--- src/rtl/chip_pump_sequencer_if.sv ---
// Command handshake and pneumatic control bundle between host logic and the pump sequencer.
interface chip_pump_sequencer_if #(
   parameter int unsigned STROKE_W = 8
) ();
   logic                cmd_valid;
   logic                cmd_ready;
   logic [2:0]          cmd_src;
   logic [STROKE_W-1:0] cmd_strokes;
   logic                abort;
   logic [4:0]          ctrl_inlet;
   logic [1:0]          ctrl_prep_outlet;
   logic [2:0]          pump;
   logic                busy;
   logic                done;
   logic                aborted;
   logic                err;
   logic [STROKE_W-1:0] strokes_left;

   modport master (
      output cmd_valid, cmd_src, cmd_strokes, abort,
      input  cmd_ready, ctrl_inlet, ctrl_prep_outlet, pump, busy, done, aborted, err,
             strokes_left
   );

   modport slave (
      input  cmd_valid, cmd_src, cmd_strokes, abort,
      output cmd_ready, ctrl_inlet, ctrl_prep_outlet, pump, busy, done, aborted, err,
             strokes_left
   );
endinterface

--- src/rtl/chip_pump_sequencer.sv ---
// Sequences one prep-path transfer: open inlet/outlet valves, run the peristaltic pump for N
// strokes, then vent and close. Pneumatic outputs: 1 = pressurized (closed), 0 = vented (open).
module chip_pump_sequencer #(
   parameter int unsigned PHASE_CYCLES  = 16,
   parameter int unsigned SETTLE_CYCLES = 8,
   parameter int unsigned STROKE_W      = 8
) (
   input logic                   clk,
   input logic                   rst_n,
   chip_pump_sequencer_if.slave  bus
);

   localparam int unsigned MAX_HOLD = (PHASE_CYCLES > SETTLE_CYCLES) ? PHASE_CYCLES
                                                                     : SETTLE_CYCLES;
   localparam int unsigned CNT_W = $clog2(MAX_HOLD + 1);
   localparam logic [CNT_W-1:0] PHASE_LAST  = CNT_W'(PHASE_CYCLES - 1);
   localparam logic [CNT_W-1:0] SETTLE_LAST = CNT_W'(SETTLE_CYCLES - 1);

   typedef enum logic [2:0] {StIdle, StOpen, StPump, StClose, StDone} state_e;

   state_e              state;
   logic [CNT_W-1:0]    hold_cnt;
   logic [2:0]          pat_idx;
   logic                abort_flag;
   logic [4:0]          ctrl_inlet;
   logic [1:0]          ctrl_prep_outlet;
   logic [2:0]          pump;
   logic                cmd_ready;
   logic                busy;
   logic                done;
   logic                aborted;
   logic                err;
   logic [STROKE_W-1:0] strokes_left;
   logic                cmd_legal;
   logic                abort_hit;

   // Peristaltic sequence; only one chamber changes per step and 000 never appears.
   function automatic logic [2:0] pump_pattern(input logic [2:0] idx);
      case (idx)
         3'd0:    pump_pattern = 3'b101;
         3'd1:    pump_pattern = 3'b100;
         3'd2:    pump_pattern = 3'b110;
         3'd3:    pump_pattern = 3'b010;
         3'd4:    pump_pattern = 3'b011;
         3'd5:    pump_pattern = 3'b001;
         default: pump_pattern = 3'b111;
      endcase
   endfunction

   assign cmd_legal = (bus.cmd_src <= 3'd4) && (bus.cmd_strokes != '0);
   assign abort_hit = bus.abort && ((state == StOpen) || (state == StPump));

   always_ff @(posedge clk or negedge rst_n) begin
      if (!rst_n) begin
         state            <= StIdle;
         hold_cnt         <= '0;
         pat_idx          <= '0;
         abort_flag       <= 1'b0;
         ctrl_inlet       <= 5'b11111;
         ctrl_prep_outlet <= 2'b11;
         pump             <= 3'b111;
         cmd_ready        <= 1'b1;
         busy             <= 1'b0;
         done             <= 1'b0;
         aborted          <= 1'b0;
         err              <= 1'b0;
         strokes_left     <= '0;
      end else begin
         done    <= 1'b0;
         aborted <= 1'b0;
         err     <= 1'b0;
         if (abort_hit) begin
            // Abort beats settle/phase completion; strokes_left is left frozen.
            state      <= StClose;
            hold_cnt   <= '0;
            abort_flag <= 1'b1;
            pump       <= 3'b111;
            ctrl_inlet <= 5'b11111;
         end else begin
            case (state)
               StIdle: begin
                  if (bus.cmd_valid) begin
                     if (cmd_legal) begin
                        state            <= StOpen;
                        hold_cnt         <= '0;
                        strokes_left     <= bus.cmd_strokes;
                        ctrl_inlet       <= ~(5'b00001 << bus.cmd_src);
                        ctrl_prep_outlet <= 2'b00;
                        cmd_ready        <= 1'b0;
                        busy             <= 1'b1;
                     end else begin
                        err <= 1'b1;
                     end
                  end
               end
               StOpen: begin
                  if (hold_cnt == SETTLE_LAST) begin
                     state    <= StPump;
                     hold_cnt <= '0;
                     pat_idx  <= '0;
                     pump     <= pump_pattern(3'd0);
                  end else begin
                     hold_cnt <= hold_cnt + 1'b1;
                  end
               end
               StPump: begin
                  if (hold_cnt == PHASE_LAST) begin
                     hold_cnt <= '0;
                     if (pat_idx == 3'd5) begin
                        strokes_left <= strokes_left - 1'b1;
                        if (strokes_left == STROKE_W'(1)) begin
                           state      <= StClose;
                           pump       <= 3'b111;
                           ctrl_inlet <= 5'b11111;
                        end else begin
                           pat_idx <= '0;
                           pump    <= pump_pattern(3'd0);
                        end
                     end else begin
                        pat_idx <= pat_idx + 3'd1;
                        pump    <= pump_pattern(pat_idx + 3'd1);
                     end
                  end else begin
                     hold_cnt <= hold_cnt + 1'b1;
                  end
               end
               StClose: begin
                  if (hold_cnt == SETTLE_LAST) begin
                     state            <= StDone;
                     hold_cnt         <= '0;
                     ctrl_prep_outlet <= 2'b11;
                     done             <= 1'b1;
                     aborted          <= abort_flag;
                  end else begin
                     hold_cnt <= hold_cnt + 1'b1;
                  end
               end
               StDone: begin
                  state      <= StIdle;
                  abort_flag <= 1'b0;
                  cmd_ready  <= 1'b1;
                  busy       <= 1'b0;
               end
               default: state <= StIdle;
            endcase
         end
      end
   end

   assign bus.ctrl_inlet       = ctrl_inlet;
   assign bus.ctrl_prep_outlet = ctrl_prep_outlet;
   assign bus.pump             = pump;
   assign bus.cmd_ready        = cmd_ready;
   assign bus.busy             = busy;
   assign bus.done             = done;
   assign bus.aborted          = aborted;
   assign bus.err              = err;
   assign bus.strokes_left     = strokes_left;

endmodule

--- src/flat_wrapper.sv ---
// flat-port wrapper written by rule: the top's interface ports become plain ports
module chip_pump_sequencer_flat 
#(
   parameter int unsigned PHASE_CYCLES  = 16,
   parameter int unsigned SETTLE_CYCLES = 8,
   parameter int unsigned STROKE_W      = 8
)
  (clk, rst_n, bus_cmd_valid, bus_cmd_src, bus_cmd_strokes, bus_abort, bus_cmd_ready, bus_ctrl_inlet, bus_ctrl_prep_outlet, bus_pump, bus_busy, bus_done, bus_aborted, bus_err, bus_strokes_left);
  chip_pump_sequencer_if #(.STROKE_W(STROKE_W)) bus_i ();
  input logic clk;
  input logic rst_n;
  input wire logic [$bits(bus_i.cmd_valid)-1:0] bus_cmd_valid;
  input wire logic [$bits(bus_i.cmd_src)-1:0] bus_cmd_src;
  input wire logic [$bits(bus_i.cmd_strokes)-1:0] bus_cmd_strokes;
  input wire logic [$bits(bus_i.abort)-1:0] bus_abort;
  output wire logic [$bits(bus_i.cmd_ready)-1:0] bus_cmd_ready;
  output wire logic [$bits(bus_i.ctrl_inlet)-1:0] bus_ctrl_inlet;
  output wire logic [$bits(bus_i.ctrl_prep_outlet)-1:0] bus_ctrl_prep_outlet;
  output wire logic [$bits(bus_i.pump)-1:0] bus_pump;
  output wire logic [$bits(bus_i.busy)-1:0] bus_busy;
  output wire logic [$bits(bus_i.done)-1:0] bus_done;
  output wire logic [$bits(bus_i.aborted)-1:0] bus_aborted;
  output wire logic [$bits(bus_i.err)-1:0] bus_err;
  output wire logic [$bits(bus_i.strokes_left)-1:0] bus_strokes_left;
  assign bus_i.cmd_valid = bus_cmd_valid;
  assign bus_i.cmd_src = bus_cmd_src;
  assign bus_i.cmd_strokes = bus_cmd_strokes;
  assign bus_i.abort = bus_abort;
  assign bus_cmd_ready = bus_i.cmd_ready;
  assign bus_ctrl_inlet = bus_i.ctrl_inlet;
  assign bus_ctrl_prep_outlet = bus_i.ctrl_prep_outlet;
  assign bus_pump = bus_i.pump;
  assign bus_busy = bus_i.busy;
  assign bus_done = bus_i.done;
  assign bus_aborted = bus_i.aborted;
  assign bus_err = bus_i.err;
  assign bus_strokes_left = bus_i.strokes_left;
  chip_pump_sequencer #(.PHASE_CYCLES(PHASE_CYCLES), .SETTLE_CYCLES(SETTLE_CYCLES), .STROKE_W(STROKE_W)) u_core (.clk(clk), .rst_n(rst_n), .bus(bus_i));
endmodule
--- config.mk ---
export PLATFORM = sky130hd
export DESIGN_NAME = chip_pump_sequencer_flat
export DESIGN_NICKNAME = d
export VERILOG_FILES = /design/src/rtl/chip_pump_sequencer_if.sv /design/src/rtl/chip_pump_sequencer.sv /design/src/flat_wrapper.sv
export SDC_FILE = /design/constraint.sdc
export NUM_CORES = 1
export LEC_CHECK = 0
export ABC_AREA = 0
export CORE_MARGIN = 1
export CORE_UTILIZATION = 40
export CTS_BUF_LIST = sky130_fd_sc_hd__clkbuf_4 sky130_fd_sc_hd__clkbuf_8
export DETAILED_ROUTE_END_ITERATION = 12
export GPL_TIMING_DRIVEN = 0
export PLACE_DENSITY = 0.64
export SKIP_LAST_GASP = 1
export SYNTH_ARGS = -nofsm -noshare
export SYNTH_HDL_FRONTEND = slang
export SYNTH_SLANG_ARGS = --single-unit
--- constraint.sdc ---
create_clock -name clk -period 2.5 [get_ports clk]
set_input_delay 0.375 -clock clk [delete_from_list [all_inputs] [get_ports clk]]
set_output_delay 0.375 -clock clk [all_outputs]
set_load 0.02 [all_outputs]
# Word-level counts from Yosys, hierarchy flattened
# Cells that the tools add are included.
# word_totals
register_bits	35
elab_cells	131
# classes
add_sub_neg	3
n_mux	61
n_reduce_logical	23
n_eq_ne	27
magnitude_cmp	1
bitwise_logic	2
shifts	1
# op_table
op	count
5-bit two-way mux	11
3-bit two-way mux	16
8-bit two-way mux	4
3-bit case mux with 6 select lines	1
1-bit two-way mux	16
8-bit case mux with 2 select lines	1
3-bit by 2-bit inequality test with 1-bit output (second input constant)	5
5-bit case mux with 3 select lines	1
3-bit by 2-bit == test with 1-bit output (second input constant)	4
3-bit == test (second input constant)	4
3-bit case mux with 2 select lines	2
3-bit case mux with 4 select lines	1
6-bit AND reduction	2
5-bit case mux with 2 select lines	1
5-bit AND reduction	2
2-bit nonzero test	5
8-bit by 1-bit == test with 1-bit output (second input constant)	1
2-bit two-way mux	4
2-bit inequality test (second input constant)	4
8-bit nonzero test	1
8-bit by 1-bit subtractor with 8-bit output (second input constant)	1
7-bit AND reduction	1
3-bit by 1-bit == test with 1-bit output (second input constant)	2
3-bit zero test	2
other kinds (20)	26

# Depth between registers and ports, before layout
# logic_depth
ltp_word	7
mapped_depth	8
depth_no_buf	8

# Worst setup path after synthesis
# OpenSTA, ideal clock, no wires.
# synth_timing
path_type	register to register
from	register u_core.hold_cnt[0]
to	register u_core.ctrl_inlet[0] (netlist: u_core.bus.ctrl_inlet[0])
t_required_ps	2418
stages_incl_launch_ff	9
path_buffers	0
arrival_ps	1909
setup_slack_ps	508
synth_period_minus_slack_ps	1992
cell_sequence	dfrtp_1 ha_1 nand3_1 inv_1 ha_1 nor2b_1 nand4_1 a221oi_4 mux2_2
# synth_via
elab_chain_cells	3
# synth_lines
element	line	text
from (decl)	chip_pump_sequencer.sv:22	logic [CNT_W-1:0] hold_cnt;
from (signal assigned)	chip_pump_sequencer.sv:103	hold_cnt <= hold_cnt + 1'b1;
from (signal assigned)	chip_pump_sequencer.sv:124	hold_cnt <= hold_cnt + 1'b1;
from (signal assigned)	chip_pump_sequencer.sv:135	hold_cnt <= hold_cnt + 1'b1;
5-bit by 4-bit == test with 1-bit output	chip_pump_sequencer.sv:107	if (hold_cnt == PHASE_LAST) begin
3-bit by 2-bit inequality test with 1-bit output (no line)	-	
6-bit AND reduction (no line)	-	
to (signal assigned)	chip_pump_sequencer.sv:87	ctrl_inlet <= ~(5'b00001 << bus.cmd_src);
to (decl)	chip_pump_sequencer.sv:25	logic [4:0] ctrl_inlet;
# Every way passes these cells.
# A chain may end at the register's enable or synchronous reset.

# Final worst setup path
# Same ends and word-level chain as after synthesis.

==> results.sh <==
export IMPL_status="finished clean"
export IMPL_r2r_start="u_core.hold_cnt[0]"
export IMPL_leakagePower_uw=0.00111
export IMPL_async_flop_share_pct=100
export IMPL_crit_top_cell="ha_1"
export IMPL_startpoint_type="flop"
export IMPL_ys_warn_count=0
export IMPL_use_met2_pct=29.6
export IMPL_vias=1809
export IMPL_clock_path_buffers=2
export IMPL_regToRegSetupSlack_ps=290
export IMPL_crit_arrival_ps=2440
export IMPL_hold_buffers=0
export IMPL_cts_root_buffer="clkbuf_8"
export IMPL_synth_cell_types=67
export IMPL_critPathMaxFanout=5
export IMPL_drt_pass1_iterations=4
export IMPL_synth_edf_count=0
export IMPL_rows=26
export IMPL_timing_final_crit_share_pct=88.6
export IMPL_use_met3_pct=4.89
export IMPL_tns_ps=0
export IMPL_maxSlewViolCount=0
export IMPL_slowest_stage="a221oi_4"
export IMPL_drc=0
export IMPL_cts_resized=0
export IMPL_worstReg2RegEnd="u_core.bus.ctrl_inlet[0]"
export IMPL_cts_sinks=34
export IMPL_yosysTopAreaCellShare_pct=27.7
export IMPL_grt_max_degree=35
export IMPL_period_needed_ps=2210
export IMPL_irDropWorstVdd_v=0.000530
export IMPL_grtUsageTotal_pct=19.0
export IMPL_instances_no_fill=329
export IMPL_hold_viol=0
export IMPL_syn_area_mm2=0.00217
export IMPL_yosysMostFrequentCell="dfrtp_1"
export IMPL_worstSetupStartpoint="u_core.hold_cnt[0]"
export IMPL_antenna_found_initial=0
export IMPL_setup_viol=0
export IMPL_port_buffers=36
export IMPL_synth_ff_latch_count=34
export IMPL_die_area_mm2=0.00572
export IMPL_syn_nets=235
export IMPL_insertedDiodeCount=0
export IMPL_crit_chain="ha_1, nand3_1, inv_1, ha_1, nor2b_1, nand4_1, a221oi_4, mux2_2"
export IMPL_utilization_pct=52.6
export IMPL_hold_ws_ps=140
export IMPL_seq_area_frac_synth_pct=39.8
export IMPL_cts_made_buffers=5
export IMPL_io_pins=38
export IMPL_pwr_density_cell_mw_per_mm2=1090
export IMPL_ys_flop_type="dfrtp_1"
export IMPL_grt_pass1_wl_um=7940
export IMPL_clock_latency_ps=300
export IMPL_drive_above_1_share_pct=18.9
export IMPL_ys_top_cells_by_area="dfrtp_1 28%, dfstp_2 12%, mux2_2 3.6%"
export IMPL_synth_common_cells="24 x dfrtp_1, 21 x nor2_1, 13 x inv_1"
export IMPL_routed_wl_um=4850
export IMPL_globalplace_congestion=0.823
export IMPL_clkTransAtPathRegs_ps=70
export IMPL_met1_usage_pct=25.4
export IMPL_maxSlewHeadroom_pct=49.7
export IMPL_critPathCaptureType="flop"
export IMPL_die_y_um=75.6
export IMPL_syn_instance_count=215
export IMPL_hold_class="input pin to asynchronous set/reset pin"
export IMPL_place_inst=321
export IMPL_post_drt_wl_per_cell_um=14.8
export IMPL_postCtsSetupBuffers=0
export IMPL_tritoncts="built"
export IMPL_drtIter0Drc=101
export IMPL_synthToLayoutAreaGrowth_pct=25.5
export IMPL_slowest_delay_ps=420
export IMPL_grt_pass1_vias=1672
export IMPL_maxCapViolations=0
export IMPL_maxClockFrequency_mhz=452
export IMPL_grt_overflow=0
export IMPL_grt_busiest_layer="met2"
export IMPL_worst_clock_skew_ps=6.78
export IMPL_synth_top_area_cell="dfrtp_1"
export IMPL_initial_core_util_pct=41.9
export IMPL_htreeDepth=2
export IMPL_worstRegToRegCells=8
export IMPL_tightestPinTransition_ps=754
export IMPL_required_ps=2730
export IMPL_crit_type="flop to flop"
export IMPL_vias_per_cell=5.50
export IMPL_coreArea_mm2=0.00517
export IMPL_dpl_hpwl_um=3510
export IMPL_rsz0062_at_grt="no"
export IMPL_ant_nets=0
export IMPL_die_x_um=75.6
export IMPL_synth_avg_cell_area_um2=10.1
export IMPL_layout_nets=278
-- area by class of cell --
| type | instances | area, um2 |
|---|---|---|
| buffer | 10 | 67.6 |
| fill | 483 | 2450 |
| clock buffer | 5 | 68.8 |
| sequential | 34 | 863 |
| timing repair buffer | 36 | 355 |
| tap | 70 | 87.6 |
| clock inverter | 3 | 40.0 |
| inverter | 13 | 48.8 |
| multi-input combinational | 158 | 1190 |
-- state kept, by name (all words and copies together) (netlist names) --
| name | flops |
|---|---|
| u_core.bus.strokes_left | 8 |
| u_core.bus.aborted | 1 |
| u_core.bus.pump | 3 |
| u_core.bus.done | 1 |
| u_core.bus.err | 1 |
| u_core.bus.cmd_ready | 1 |
| u_core.bus.ctrl_prep_outlet | 1 |
| u_core.pat_idx | 3 |
| u_core.state | 3 |
| u_core.bus.busy | 1 |
| u_core.bus.ctrl_inlet | 5 |
| u_core.hold_cnt | 5 |
| u_core.abort_flag | 1 |
-- cell families (layout without fill, tap and decap cells) --
kind of cell	Yosys count	count (layout)	synth area share, %
simple gates	75	75	21.5
compound gates	66	66	24.0
flops	34	34	39.8
buf+inv	23	67	5.37
mux	12	12	6.41
fa+ha+maj	5	5	2.89
-- where the power goes --
part	leakage, uW	switching (uW)	internal, uW
logic	0.000648	769	710
clock network	0.0000579	214	293
registers	0.000400	187	778
-- metal layers --
| layer | wire, um | share of wire (%) |
|---|---|---|
| met5 | 0 | 0 |
| met4 | 58 | 1.2 |
| met3 | 197 | 4.1 |
| met2 | 2190 | 45 |
| met1 | 2410 | 50 |
-- stage by stage --
stage | area [um2] | worst slack, ps | power [uW]
floorplan | 2170 | 508 | 1960
global placement | 2620 | 79.4 | 2450
detailed placement | 2610 | 82.3 | 2450
CTS | 2720 | 273 | 2970
global route | 2720 | 118 | 3170
finish | 2720 | 286 | 2950
-- cells in the final DEF (no fill, tap or decap), drive strengths merged, types with 3 or more instances in the layout --
master         netlist  routed
clkdlybuf4s50        0      35
dfrtp               24      24
nor2                22      22
inv                 13      13
o21ai               12      12
dfstp               10      10
mux2                 9       9
buf                  8       9
a21oi                8       8
clkbuf               2       7
nand2b               6       6
nand2                6       6
nand3                5       5
nor2b                5       5
ha                   5       5
o2bb2ai              4       4
o22a                 4       4
nor3                 4       4
and2                 3       3
o221ai               3       3
nor4                 3       3
a31oi                3       3
o22ai                3       3
a2bb2oi              3       3
mux2i                3       3
or4                  3       3
o211ai               3       3
-- worst max path at each step --
| stage | end | slack [ps] | cells after the start |
|---|---|---|---|
| 5_1_grt | u_core.bus.ctrl_inlet[1] | 120 | 8 |
| 2_1_floorplan | u_core.bus.ctrl_inlet[0] | 510 | 8 |
| 3_3_place_gp | u_core.bus.strokes_left[1] | 80 | 5 |
| 6_report | u_core.bus.ctrl_inlet[0] | 290 | 8 |
| 4_1_cts | u_core.bus.ctrl_inlet[0] | 270 | 8 |
| 3_5_place_dp | u_core.bus.strokes_left[1] | 80 | 5 |
-- worst max-delay path, delay by kind of cell (launching register included) --
kind | cells | cell delay (ps)
compound gates | 1 | 420
fa+ha+maj | 2 | 440
buf+inv | 1 | 70
flops | 1 | 380
mux | 1 | 380
simple gates | 3 | 450
No activity file was read; power rests on OpenSTA's default activity.
